===== src/rtl/pipe_stage_skid_reg_pkg.sv =====
// Shared types and constants for the generic inter-stage pipeline register.
package pipe_pkg;

  typedef enum logic [1:0] {
    ST_EMPTY    = 2'd0,
    ST_FULL     = 2'd1,
    ST_SKIDFULL = 2'd2
  } pipe_state_t;

  // Standard ID/EX bundle widths and their bubble (no side effect) control value
  localparam int ID_EX_CTRL_W = 24;
  localparam int ID_EX_DATA_W = 64;
  localparam logic [ID_EX_CTRL_W-1:0] ID_EX_CTRL_BUBBLE = '0;

  // Standard IF/ID bundle: no control yet, instruction word plus pc
  localparam int IF_ID_CTRL_W = 1;
  localparam int IF_ID_DATA_W = 64;
  localparam logic [IF_ID_CTRL_W-1:0] IF_ID_CTRL_BUBBLE = '0;

  // True when the stage holds at least one valid beat
  function automatic logic holds_beat(input pipe_state_t s);
    return s != ST_EMPTY;
  endfunction

endpackage


===== src/rtl/pipe_stage_skid_reg_sat_counter.sv =====
// Saturating event counter: counts up on inc and sticks at all-ones.
module sat_counter #(
  parameter int CNT_W = 16
) (
  input  logic             clk,
  input  logic             rst,
  input  logic             inc,
  output logic [CNT_W-1:0] count
);

  // Increment on each event until the counter reaches its maximum value
  always_ff @(posedge clk or posedge rst) begin
    if (rst) begin
      count <= '0;
    end else if (inc && (count != {CNT_W{1'b1}})) begin
      count <= count + CNT_W'(1);
    end
  end

endmodule


===== src/rtl/pipe_stage_skid_reg.sv =====
// Generic pipeline stage register with valid/ready handshake, flush, optional
// 2-entry skid buffer, bubble control on empty and stall/flush event counters.
module pipe_stage_skid_reg
  import pipe_pkg::*;
#(
  parameter int                CTRL_W      = 24,
  parameter int                DATA_W      = 64,
  parameter logic [CTRL_W-1:0] CTRL_BUBBLE = '0,
  parameter int                SKID        = 1,
  parameter int                CNT_W       = 16
) (
  input  logic              clk,
  input  logic              rst,
  input  logic              in_valid,
  output logic              in_ready,
  input  logic [CTRL_W-1:0] in_ctrl,
  input  logic [DATA_W-1:0] in_data,
  input  logic              flush,
  output logic              out_valid,
  input  logic              out_ready,
  output logic [CTRL_W-1:0] out_ctrl,
  output logic [DATA_W-1:0] out_data,
  output logic [CNT_W-1:0]  stall_cnt,
  output logic [CNT_W-1:0]  flush_cnt
);

  pipe_state_t       state;
  pipe_state_t       state_n;
  logic [CTRL_W-1:0] m_ctrl;
  logic [DATA_W-1:0] m_data;
  logic [CTRL_W-1:0] s_ctrl;
  logic [DATA_W-1:0] s_data;
  logic              in_fire;
  logic              load_m_in;
  logic              load_m_s;
  logic              load_s;

  assign in_fire   = in_valid & in_ready;
  assign out_valid = holds_beat(state);
  assign out_ctrl  = m_ctrl;
  assign out_data  = m_data;

  // Next-state and register load selection; flush overrides every other action
  always_comb begin
    state_n   = state;
    load_m_in = 1'b0;
    load_m_s  = 1'b0;
    load_s    = 1'b0;
    if (flush) begin
      state_n = ST_EMPTY;
    end else begin
      case (state)
        ST_EMPTY: begin
          if (in_fire) begin
            load_m_in = 1'b1;
            state_n   = ST_FULL;
          end
        end
        ST_FULL: begin
          if (out_ready) begin
            if (in_fire) begin
              load_m_in = 1'b1;
            end else begin
              state_n = ST_EMPTY;
            end
          end else if (in_fire && (SKID != 0)) begin
            load_s  = 1'b1;
            state_n = ST_SKIDFULL;
          end
        end
        ST_SKIDFULL: begin
          if ((SKID != 0) && out_ready) begin
            load_m_s = 1'b1;
            state_n  = ST_FULL;
          end
        end
        default: state_n = ST_EMPTY;
      endcase
    end
  end

  // State register; reset drops every held beat immediately
  always_ff @(posedge clk or posedge rst) begin
    if (rst) begin
      state <= ST_EMPTY;
    end else begin
      state <= state_n;
    end
  end

  // Main register: bubble the control whenever the stage goes empty, data is kept
  always_ff @(posedge clk or posedge rst) begin
    if (rst) begin
      m_ctrl <= CTRL_BUBBLE;
      m_data <= '0;
    end else if (state_n == ST_EMPTY) begin
      m_ctrl <= CTRL_BUBBLE;
    end else if (load_m_in) begin
      m_ctrl <= in_ctrl;
      m_data <= in_data;
    end else if (load_m_s) begin
      m_ctrl <= s_ctrl;
      m_data <= s_data;
    end
  end

  if (SKID != 0) begin : g_skid
    logic ready_q;

    // Skid register catches the beat that arrives while the head is stalled
    always_ff @(posedge clk or posedge rst) begin
      if (rst) begin
        s_ctrl <= '0;
        s_data <= '0;
      end else if (load_s) begin
        s_ctrl <= in_ctrl;
        s_data <= in_data;
      end
    end

    // Registered ready so upstream never sees a combinational path from out_ready
    always_ff @(posedge clk or posedge rst) begin
      if (rst) begin
        ready_q <= 1'b1;
      end else begin
        ready_q <= (state_n != ST_SKIDFULL);
      end
    end

    assign in_ready = ready_q;
  end else begin : g_noskid
    assign s_ctrl   = '0;
    assign s_data   = '0;
    assign in_ready = (state == ST_EMPTY) | out_ready;
  end

  sat_counter #(.CNT_W(CNT_W)) u_stall_cnt (
    .clk   (clk),
    .rst   (rst),
    .inc   (out_valid & ~out_ready),
    .count (stall_cnt)
  );

  sat_counter #(.CNT_W(CNT_W)) u_flush_cnt (
    .clk   (clk),
    .rst   (rst),
    .inc   (flush & holds_beat(state)),
    .count (flush_cnt)
  );

  // An empty stage must never present a control word with side effects
  a_bubble: assert property (@(posedge clk) disable iff (rst)
    !out_valid |-> (out_ctrl == CTRL_BUBBLE));

endmodule


===== config.mk =====
export PLATFORM = sky130hd
export DESIGN_NAME = pipe_stage_skid_reg
export DESIGN_NICKNAME = d
export VERILOG_FILES = /design/src/rtl/pipe_stage_skid_reg_pkg.sv /design/src/rtl/pipe_stage_skid_reg_sat_counter.sv /design/src/rtl/pipe_stage_skid_reg.sv
export SDC_FILE = /design/constraint.sdc
export NUM_CORES = 1
export LEC_CHECK = 0
export BUFFER_PORTS_ARGS = -buffer_cell sky130_fd_sc_hd__buf_4
export CAP_MARGIN = 20
export CORE_MARGIN = 8
export CORE_UTILIZATION = 30
export DETAILED_ROUTE_END_ITERATION = 16
export GPL_TIMING_DRIVEN = 0
export PLACE_DENSITY = 0.56
export SKIP_CTS_REPAIR_TIMING = 1
export SYNTH_ARGS = -nofsm -noshare
export SYNTH_HDL_FRONTEND = slang
export SYNTH_SLANG_ARGS = --single-unit

===== constraint.sdc =====
create_clock -name clk -period 7.5 [get_ports clk]
set_input_delay 1.125 -clock clk [delete_from_list [all_inputs] [get_ports clk]]
set_output_delay 1.125 -clock clk [all_outputs]
set_load 0.005 [all_outputs]

==> impl_metrics.yaml, run 1 <==
synth:
  synthFlopType: "dfrtp_1"
  ys_warn_count: 0
  synth_seq_cells: 211
  netlist.area_leader.share: 0.5648
  synth_edf_count: 0
  synth.area.top_cells: "dfrtp_1 56%, mux2_2 27%, mux2i_1 2.6%"
  yosys.area.top_type: "dfrtp_1"
  avgSynthCellArea_um2: 13.80
  netlist_instances: 674
  synth_cell_types: 46
  syn_nets: 769
  seq_area_frac_synth: 0.5676
  async_reset_ff_frac: 1.000
  synth_area_um2: 9304
clocking:
  root_buffer: "clkbuf_16"
  clock_latency_ns: 0.52
  cts.sinks: 211
  cts_buffer_depth: 3
  cts_tree: "done"
  cts_buffers: 25
  clk_pin_slew_ns: 0.06
  htreeDepth: 1
route:
  drt-vias-per-instance: 4.645
  routed_wl_um: 23640
  dr.pass1.iters: 4
  vias: 6154
  drt_iter0_markers: 214
  wl_per_cell_um: 17.84
  drc: 0
  ant_nets: 0
final_layout:
  nets: 1010
  diodes: 0
  drive_gt1_frac: 0.5490
  area_growth_pct: 31.74
place:
  dp_hpwl_um: 16740
  gp_congestion: 0.7690
  place.port_buffers: 213
sta:
  fmax_ghz: 0.3798
  rsz0062_at_grt: "false"
  min_period_over_period: 0.3511
  slew_violations: 0
  report.final.setup_viol: 0
  hold_violations: 0
  fin_skew_ns: 0.009463
  holdWs_ns: 0.4836
  fin_crit_ns: 2.633
  worst_slew_pin_slew_ns: 0.7719
  slew_headroom: 0.4806
setup_path:
  worstRegToRegCells: 6
  crit_chain: "buf_2 -> or2_2 -> buf_4"
  path_class: "flip-flop to output pin"
  cp_top_family: "flip-flops"
  path_depth: 3
  cp_data_arrival_time_ns: 1.51
  max_stage_delay_ns: 0.35
  slowest_stage: "dfrtp_1"
  crit_required_ns: 6.38
  cp-start-kind: "flip-flop"
  crit_buf_inv: 2
  cp_max_fo: 8
  end_kind: "output pin"
power_and_ir_drop:
  p_sw_uw: 978.9
  p_int_mw: 2.817
  cellLeakagePower_nw: 5.691
  comb_power_share: 0.240
  powerDensity_nw_per_um2: 309.7
  p_clk_frac: 0.324
  ir_drop_mv: 0.2056
  finalPower_mw: 3.796
  seqPwrFrac: 0.436
  switching_share: 0.2579
floorplan:
  num_rows: 64
  dieArea_um2: 36900
  die-width_um: 192.1
  core_um2: 30590
  num_io_pins: 215
  start_util: 0.3042
  fp.dieH_um: 192.1
run_status:
  status: "finished clean"
global_route:
  antenna_found_initial: 0
  track_usage: 0.1260
  grt_first_pass_wirelength_um: 37230
  overflow: 0
  grt_max_degree: 116
  grt_pass1_vias: 6589
min_path:
  hp-class: "flip-flop to flip-flop"
  hold_depth: 2
run:
  cap_viol_max_count: 0
[registers in the layout, summed over array words and instances, names as in the netlist]
register	cells
in_ready	1
u_stall_cnt.count	16
s_data	64
out_data	64
u_flush_cnt.count	16
out_ctrl	24
state	2
s_ctrl	24
[synthesized netlist by cell type (all sizes together), types with 3 or more instances]
library cell and count:
nand4 7, mux2 222, xnor2 7, nor2 10
or2 3, o21ai 29, nand3 14, nor4 9
clkbuf 4, nand2 37, dfrtp 210, a31oi 4
a21oi 6, mux2i 24, nor3 10, and3 4
inv 7, xor2 15, buf 27
[stage by stage]
step | TNS, ns | std cells | instance area [um2] | worst slack [ns] | utilization
floorplan | 0 | 674 | 9304 | 0.6108 | -
global placement | -502.75 | 1283 | 11400 | -2.418 | 0.3726
detailed placement | 0 | 1284 | 11430 | 4.212 | 0.3738
CTS | 0 | 1325 | 12260 | 4.755 | 0.4007
global route | 0 | 1325 | 12260 | 4.716 | 0.4007
finish | 0 | 1325 | 12260 | 4.867 | 0.4007
[cell type report]
class | instances | area (um2)
Multi-Input combinational cell | 425 | 3816
Inverter | 7 | 33.78
Fill cell | 2942 | 18330
Clock buffer | 33 | 705.7
Timing Repair Buffer | 214 | 1627
Buffer | 31 | 180.2
Tap cell | 396 | 495.5
Clock inverter | 8 | 117.6
Sequential cell | 211 | 5281
[cells in the final DEF (no fill, tap or decap), drive strengths merged, types with 2 or more instances in the layout]
cell type and instances:
a211oi 2, a21oi 6, a31oi 4, and2 2, and3 4, and4 2, buf 241, bufinv 3
clkbuf 37, clkinv 4, dfrtp 210, ha 2, inv 7, mux2 222, mux2i 24, nand2 37
nand3 14, nand4 7, nor2 10, nor2b 2, nor3 10, nor4 9, o21ai 29, or2 3
xnor2 7, xor2 15
[power by group through the flow]
stage	sequential (mW)	combinational (mW)	clock [mW]
finish	1.66	0.909	1.23
detailed placement	1.68	0.936	0
floorplan	1.65	0.474	0
global placement	1.67	0.918	0
CTS	1.66	0.938	1.28
global route	1.71	1.01	1.32
[metal layers]
layer / global-route usage / part of all wire
met5: 0 / 0
met4: 0.02996 / 0.018
met3: 0.05283 / 0.11
met2: 0.1943 / 0.44
met1: 0.1619 / 0.44
[worst min-delay path, cell delays in order (launching register included)]
cell     delay [ns]
dfrtp_1        0.34
nand2_1        0.05
o21ai_1        0.06
[worst paths after layout]
path / from / end / slack (ns)
hold reg to reg: out_ctrl[18] / out_ctrl[18] / 0.48
max in group asynchronous: rst / out_ctrl[9] / 5.74
setup / recovery: state[0] / out_valid / 4.87
setup reg to reg: state[0] / out_data[54] / 5.09
min in group asynchronous: rst / out_data[33] / 0.71
hold / removal: out_ctrl[18] / out_ctrl[18] / 0.48
[logic make-up (layout without fill, tap and decap cells)]
logic type,after synthesis,count (layout),share of synthesized area
xor+xnor,22,22,0.02071
buf+inv,38,293,0.02219
compound gates,50,50,0.03228
mux,246,246,0.2945
flops,211,211,0.5676
fa+ha+maj,2,2,0.002689
simple gates,105,105,0.05998
No activity file was read; power rests on OpenSTA's default activity.
==> inputs of run 2 (changes only) <==
--- a/config.mk
+++ b/config.mk
@@ -5,13 +5,14 @@
 export SDC_FILE = /design/constraint.sdc
 export NUM_CORES = 1
 export LEC_CHECK = 0
+export ABC_AREA = 1
 export BUFFER_PORTS_ARGS = -buffer_cell sky130_fd_sc_hd__buf_4
 export CAP_MARGIN = 20
 export CORE_MARGIN = 8
 export CORE_UTILIZATION = 30
 export DETAILED_ROUTE_END_ITERATION = 16
 export GPL_TIMING_DRIVEN = 0
-export PLACE_DENSITY = 0.56
+export PLACE_DENSITY = 0.57
 export SKIP_CTS_REPAIR_TIMING = 1
 export SYNTH_ARGS = -nofsm -noshare
 export SYNTH_HDL_FRONTEND = slang
==> constraint.sdc (replaced) <==
create_clock -name clk -period 2.2 [get_ports clk]
set_input_delay 0.33 -clock clk [delete_from_list [all_inputs] [get_ports clk]]
set_output_delay 0.33 -clock clk [all_outputs]
set_load 0.005 [all_outputs]
==> run 2 against run 1 <==
Compared with the run above:
- register-to-register slack worse by 4.9 ns
- sequential cell count stayed put
- clock skew hardly changed
- synthesized area is 4.4% higher
- non-clock buffer count is 38 higher
- setup slack worse by 4.7 ns
- worst hold slack worse by 0.44 ns
- largest cell class unchanged
- largest power group unchanged
- highest routed layer is now met5
==> impl_metrics.yaml, run 2 <==
route:
  drt-vias-per-instance: 4.527
  dr.pass1.iters: 5
  wl_per_cell_um: 16.16
  ant_nets: 0
  wl_met3_um: 1780
  drc: 0
  drt_iter0_markers: 450
  dr_wl_met2_um: 13900
  drt-met1-wl_um: 13650
  vias: 8397
  highest_layer: "met5"
  routed_wl_um: 29970
clocking:
  cts_buffer_depth: 3
  root_buffer: "clkbuf_16"
  cts_tree: "done"
  htreeDepth: 1
  clock_latency_ns: 0.53
  cts_buffers: 26
  cts.sinks: 211
  clk_pin_slew_ns: 0.06
synth:
  avgSynthCellArea_um2: 8.249
  synth_edf_count: 0
  synth_cell_types: 28
  synth_seq_cells: 211
  synth.area.top_cells: "dfrtp_1 54%, nand2_1 13%, o21ai_0 6.5%"
  syn_nets: 1273
  synth_common_cells: "349 x nand2_1, 210 x dfrtp_1, 127 x o21ai_0"
  netlist_instances: 1178
  ys_warn_count: 0
  netlist.area_leader.share: 0.5408
  seq_area_frac_synth: 0.5435
  synthFlopType: "dfrtp_1"
  async_reset_ff_frac: 1.000
  synth.most_common_cell: "nand2_1"
  synth_area_um2: 9717
  yosys.area.top_type: "dfrtp_1"
setup_path:
  cp-start-kind: "flip-flop"
  worstRegToRegCells: 8
  end_kind: "flip-flop"
  cp_data_arrival_time_ns: 2.39
  max_stage_delay_ns: 0.54
  crit_chain: "nand2_1 -> inv_1 -> nand3_2 -> o21ai_4 -> inv_2 -> clkbuf_1 -> nand2_1 -> o21ai_1"
  path_common_cell: "nand2_1"
  path_class: "flip-flop to flip-flop"
  crit_required_ns: 2.60
  cp_max_fo: 10
  slowest_stage: "dfstp_2"
place:
  dpl_cell_area_um2: 11970
  dp_hpwl_um: 22150
  place.port_buffers: 214
  gp_congestion: 0.8466
global_route:
  antenna_found_initial: 2
  track_usage: 0.1544
  grt_first_pass_wirelength_um: 48130
  overflow: 0
  grt_max_degree: 41
  grt_pass1_vias: 8672
final_layout:
  final_cell_mix: "349 x nand2_1, 217 x buf_4, 210 x dfrtp_1"
  area_growth_pct: 32.00
  nets: 1522
  fillers: 3310
  drive_gt1_frac: 0.2310
  fin_area_um2: 12830
  mostFrequentLayoutCell: "nand2_1"
floorplan:
  num_io_pins: 215
  dieArea_um2: 38400
  fp.dieH_um: 196.0
  die-width_um: 196.0
  start_util: 0.3017
  num_rows: 66
  core_um2: 32210
sta:
  worst_slew_pin_slew_ns: 0.7318
  rsz0062_at_grt: "false"
  fin_crit_ns: 1.998
  hold_violations: 0
  fin_skew_ns: 0.009032
  min_period_over_period: 0.9084
  fmax_ghz: 0.5004
  slew_violations: 0
  slew_headroom: 0.5111
  timing.setup.tns_ns: 0
  report.final.setup_viol: 0
power_and_ir_drop:
  ir_drop_mv: 0.5270
  powerDensity_nw_per_um2: 937.4
  cellLeakagePower_nw: 6.509
run_status:
  status: "finished clean"
min_path:
  hp-class: "input port to flip-flop"
  hold_depth: 3
run:
  cap_viol_max_count: 0
run 2: report_power, final:
| part | internal, mW | leakage, nW | total (mW) | switching, mW |
|---|---|---|---|---|
| Sequential | 4.71 | 2.58 | 5.25 | 0.533 |
| Combinational | 1.28 | 3.52 | 2.60 | 1.32 |
| Clock | 2.52 | 0.414 | 4.18 | 1.67 |
run 2: critical path: cells and delay by family, from the launching register on:
kind	cells	cell delay, ns
flip-flops	1	0.54
buffers and inverters	3	0.60
AO/OA/AOI/OAI	2	0.28
AND/OR/NAND/NOR	3	0.43
run 2: area by class of cell:
class | instances | area, um2 | share of cell area
Clock inverter | 2 | 25.02 | 0.001951
Inverter | 119 | 452.9 | 0.03531
Antenna cell | 1 | 2.502 | 0.0001951
Timing Repair Buffer | 221 | 1744 | 0.1360
Multi-Input combinational cell | 786 | 3617 | 0.2820
Clock buffer | 45 | 822.0 | 0.06409
Sequential cell | 211 | 5281 | 0.4118
Tap cell | 408 | 510.5 | 0.03980
Buffer | 62 | 370.4 | 0.02888
run 2: cell families after synthesis:
kind of cell | Yosys count | synth area share
buffers and inverters | 181 | 0.08421
and+or+nand+nor | 503 | 0.2141
xor gates and xnor gates | 21 | 0.01893
adders and majority gates | 2 | 0.002575
DFF | 211 | 0.5435
AOI/OAI and AO/OA | 260 | 0.1366
run 2: worst paths after layout:
| kind | slack, ns | from | end |
|---|---|---|---|
| max in group asynchronous | 0.55 | rst | out_data[36] |
| max reg2reg | 0.20 | in_ready | out_data[60] |
| min in group asynchronous | 0.49 | rst | u_flush_cnt.count[3] |
| min reg2reg | 0.48 | s_data[0] | s_data[0] |
| max | 0.20 | in_ready | out_data[60] |
| min | 0.05 | in_data[47] | s_data[47] |
run 2: layer usage:
| metal | vias up | track usage |
|---|---|---|
| met4 | 4 | 0.04239 |
| met1 | 3937 | 0.2032 |
| met3 | 45 | 0.03633 |
| li1 | 4212 | - |
| met2 | 199 | 0.2512 |
| met5 | - | 0 |
run 2: per-stage QoR:
stage	total power [mW]	util	hold WS, ns	setup WS [ns]	instances
6_report	12.02	0.3983	0.04820	0.2016	1855
4_1_cts	12.22	0.3978	-0.08012	0.1546	1853
2_1_floorplan	6.607	-	0.4533	-0.8714	1178
3_5_place_dp	7.951	0.3715	0.4737	0.09492	1806
3_3_place_gp	7.856	0.3676	0.4659	-2.445	1800
5_1_grt	12.81	0.3982	0.03852	0.003832	1854
==> inputs of run 3 (changes only) <==
--- a/config.mk
+++ b/config.mk
@@ -5,7 +5,6 @@
 export SDC_FILE = /design/constraint.sdc
 export NUM_CORES = 1
 export LEC_CHECK = 0
-export ABC_AREA = 1
 export BUFFER_PORTS_ARGS = -buffer_cell sky130_fd_sc_hd__buf_4
 export CAP_MARGIN = 20
 export CORE_MARGIN = 8
==> run 3 against run 2 <==
Compared with the run above:
- the flow now finishes with violations (setup timing)
- combinational power grew 21%
- clock-buffer cell count is 7 lower
- cell count is 28% lower
- setup slack lost 0.22 ns
- critical path depth shrank 1
- critical path type unchanged
- sequential power is 7.8% higher
- die area shrank 3.9%
- sequential cell count did not move
- via count down 26%
==> impl_metrics.yaml, run 3 (same netlist as run 1, synthesis figures left out) <==
run_status:
  status: "finished, violations left"
  violations: "setup timing"
place:
  gp_congestion: 0.7754
  place.port_buffers: 213
  dp_hpwl_um: 17220
  dp_cells: 1289
global_route:
  grt_max_degree: 40
  track_usage: 0.1260
  grt_first_pass_wirelength_um: 37120
  grt_pass1_vias: 6570
  overflow: 0
  antenna_found_initial: 1
clocking:
  cts_buffer_depth: 3
  cts.sinks: 211
  clock_latency_ns: 0.52
  root_buffer: "clkbuf_16"
  cts_buffers: 25
  clk_pin_slew_ns: 0.06
  cts_tree: "done"
  htreeDepth: 1
route:
  drc: 0
  wl_per_cell_um: 17.68
  dr.pass1.iters: 4
  dr_wl_met2_um: 10330
  vias: 6241
  ant_nets: 0
  wl_met3_um: 2575
  drt-vias-per-instance: 4.668
  routed_wl_um: 23640
  highest_layer: "met5"
  drt_iter0_markers: 165
  drt-met1-wl_um: 10240
floorplan:
  num_io_pins: 215
  start_util: 0.3042
  dieArea_um2: 36900
  die-width_um: 192.1
  fp.dieH_um: 192.1
  core_um2: 30590
  num_rows: 64
setup_path:
  cp_data_arrival_time_ns: 2.62
  cp_max_fo: 10
  slowest_stage: "mux2_2"
  cp-start-kind: "flip-flop"
  path_class: "flip-flop to flip-flop"
  crit_required_ns: 2.60
  crit_chain: "buf_2 -> and2b_1 -> nor4_4 -> buf_12 -> buf_2 -> mux2_2 -> mux2_2"
  end_kind: "flip-flop"
  max_stage_delay_ns: 0.37
final_layout:
  regArea_um2: 5281
  diodes: 0
  final_cell_mix: "221 x mux2_2, 221 x buf_4, 210 x dfrtp_1"
  nets: 1019
  fillers: 2969
  final_cells: 1337
  drive_gt1_frac: 0.5494
  multi_input_area_um2: 3821
  area_growth_pct: 33.37
sta:
  rsz0062_at_grt: "true"
  worst_slew_pin_slew_ns: 0.7830
  min_period_over_period: 1.008
  report.final.setup_viol: 15
  finalWorstSetupSlack_ns: -0.01816
  slew_violations: 0
  fmax_ghz: 0.4508
  fin_crit_ns: 2.218
  fin_skew_ns: 0.01621
  hold_violations: 0
  slew_headroom: 0.4732
run:
  cap_viol_max_count: 0
power_and_ir_drop:
  ir_drop_mv: 0.7391
  finalPower_mw: 12.88
  cellLeakagePower_nw: 5.752
  powerDensity_nw_per_um2: 1038
min_path:
  hp-class: "input port to flip-flop"
## run 3: worst max-delay path: cells and delay by family (launching register included)
| kind | cells | cell delay (ns) |
|---|---|---|
| mux | 2 | 0.64 |
| buf+inv | 3 | 0.62 |
| simple gates | 2 | 0.50 |
| flops | 1 | 0.35 |
## run 3: path summary, 6_finish.rpt
path / start / end / slack [ns] / cells after the start
worst min register to register: out_ctrl[13] / out_ctrl[13] / 0.48 / 2
worst max-delay path: state[0] / out_data[20] / -0.02 / 7
worst min-delay path: in_data[24] / s_data[24] / 0.05 / 2
min in group asynchronous: rst / s_data[41] / 0.41 / 3
max in group asynchronous: rst / s_ctrl[19] / 0.82 / 6
worst max register to register: state[0] / out_data[20] / -0.02 / 7
## run 3: power breakdown
group | switching (mW) | internal [mW]
sequential | 0.649 | 5.01
combinational | 1.09 | 2.05
clock | 1.60 | 2.49
total | 3.34 | 9.55
## run 3: cell type report
| type | count | area share |
|---|---|---|
| clock inverter | 6 | 0.006756 |
| clock buffer | 38 | 0.05838 |
| timing repair buffer | 223 | 0.1432 |
| inverter | 7 | 0.002420 |
| buffer | 31 | 0.01573 |
| sequential | 211 | 0.4256 |
| multi-input combinational | 425 | 0.3080 |
| tap | 396 | 0.03993 |
## run 3: per-layer routing
| metal | up-vias | track usage |
|---|---|---|
| met5 | - | 0 |
| li1 | 2930 | - |
| met2 | 180 | 0.1901 |
| met4 | 2 | 0.03231 |
| met1 | 3098 | 0.1635 |
| met3 | 31 | 0.05447 |
## run 3: per-stage QoR
| stage | hold slack, ns | util | TNS [ns] | worst slack [ns] | area [um2] |
|---|---|---|---|---|---|
| 6_report | 0.04993 | 0.4056 | -0.06869 | -0.01816 | 12410 |
| 5_1_grt | 0.01480 | 0.4056 | -4.468 | -0.1142 | 12410 |
| 4_1_cts | -0.1698 | 0.4031 | -25.96 | -0.3845 | 12330 |
| 3_5_place_dp | 0.3853 | 0.3767 | -24.12 | -0.3614 | 11520 |
| 3_3_place_gp | 0.4683 | 0.3728 | -535.60 | -2.454 | 11400 |
| 2_1_floorplan | 0.4733 | - | -183.16 | -0.8714 | 9308 |
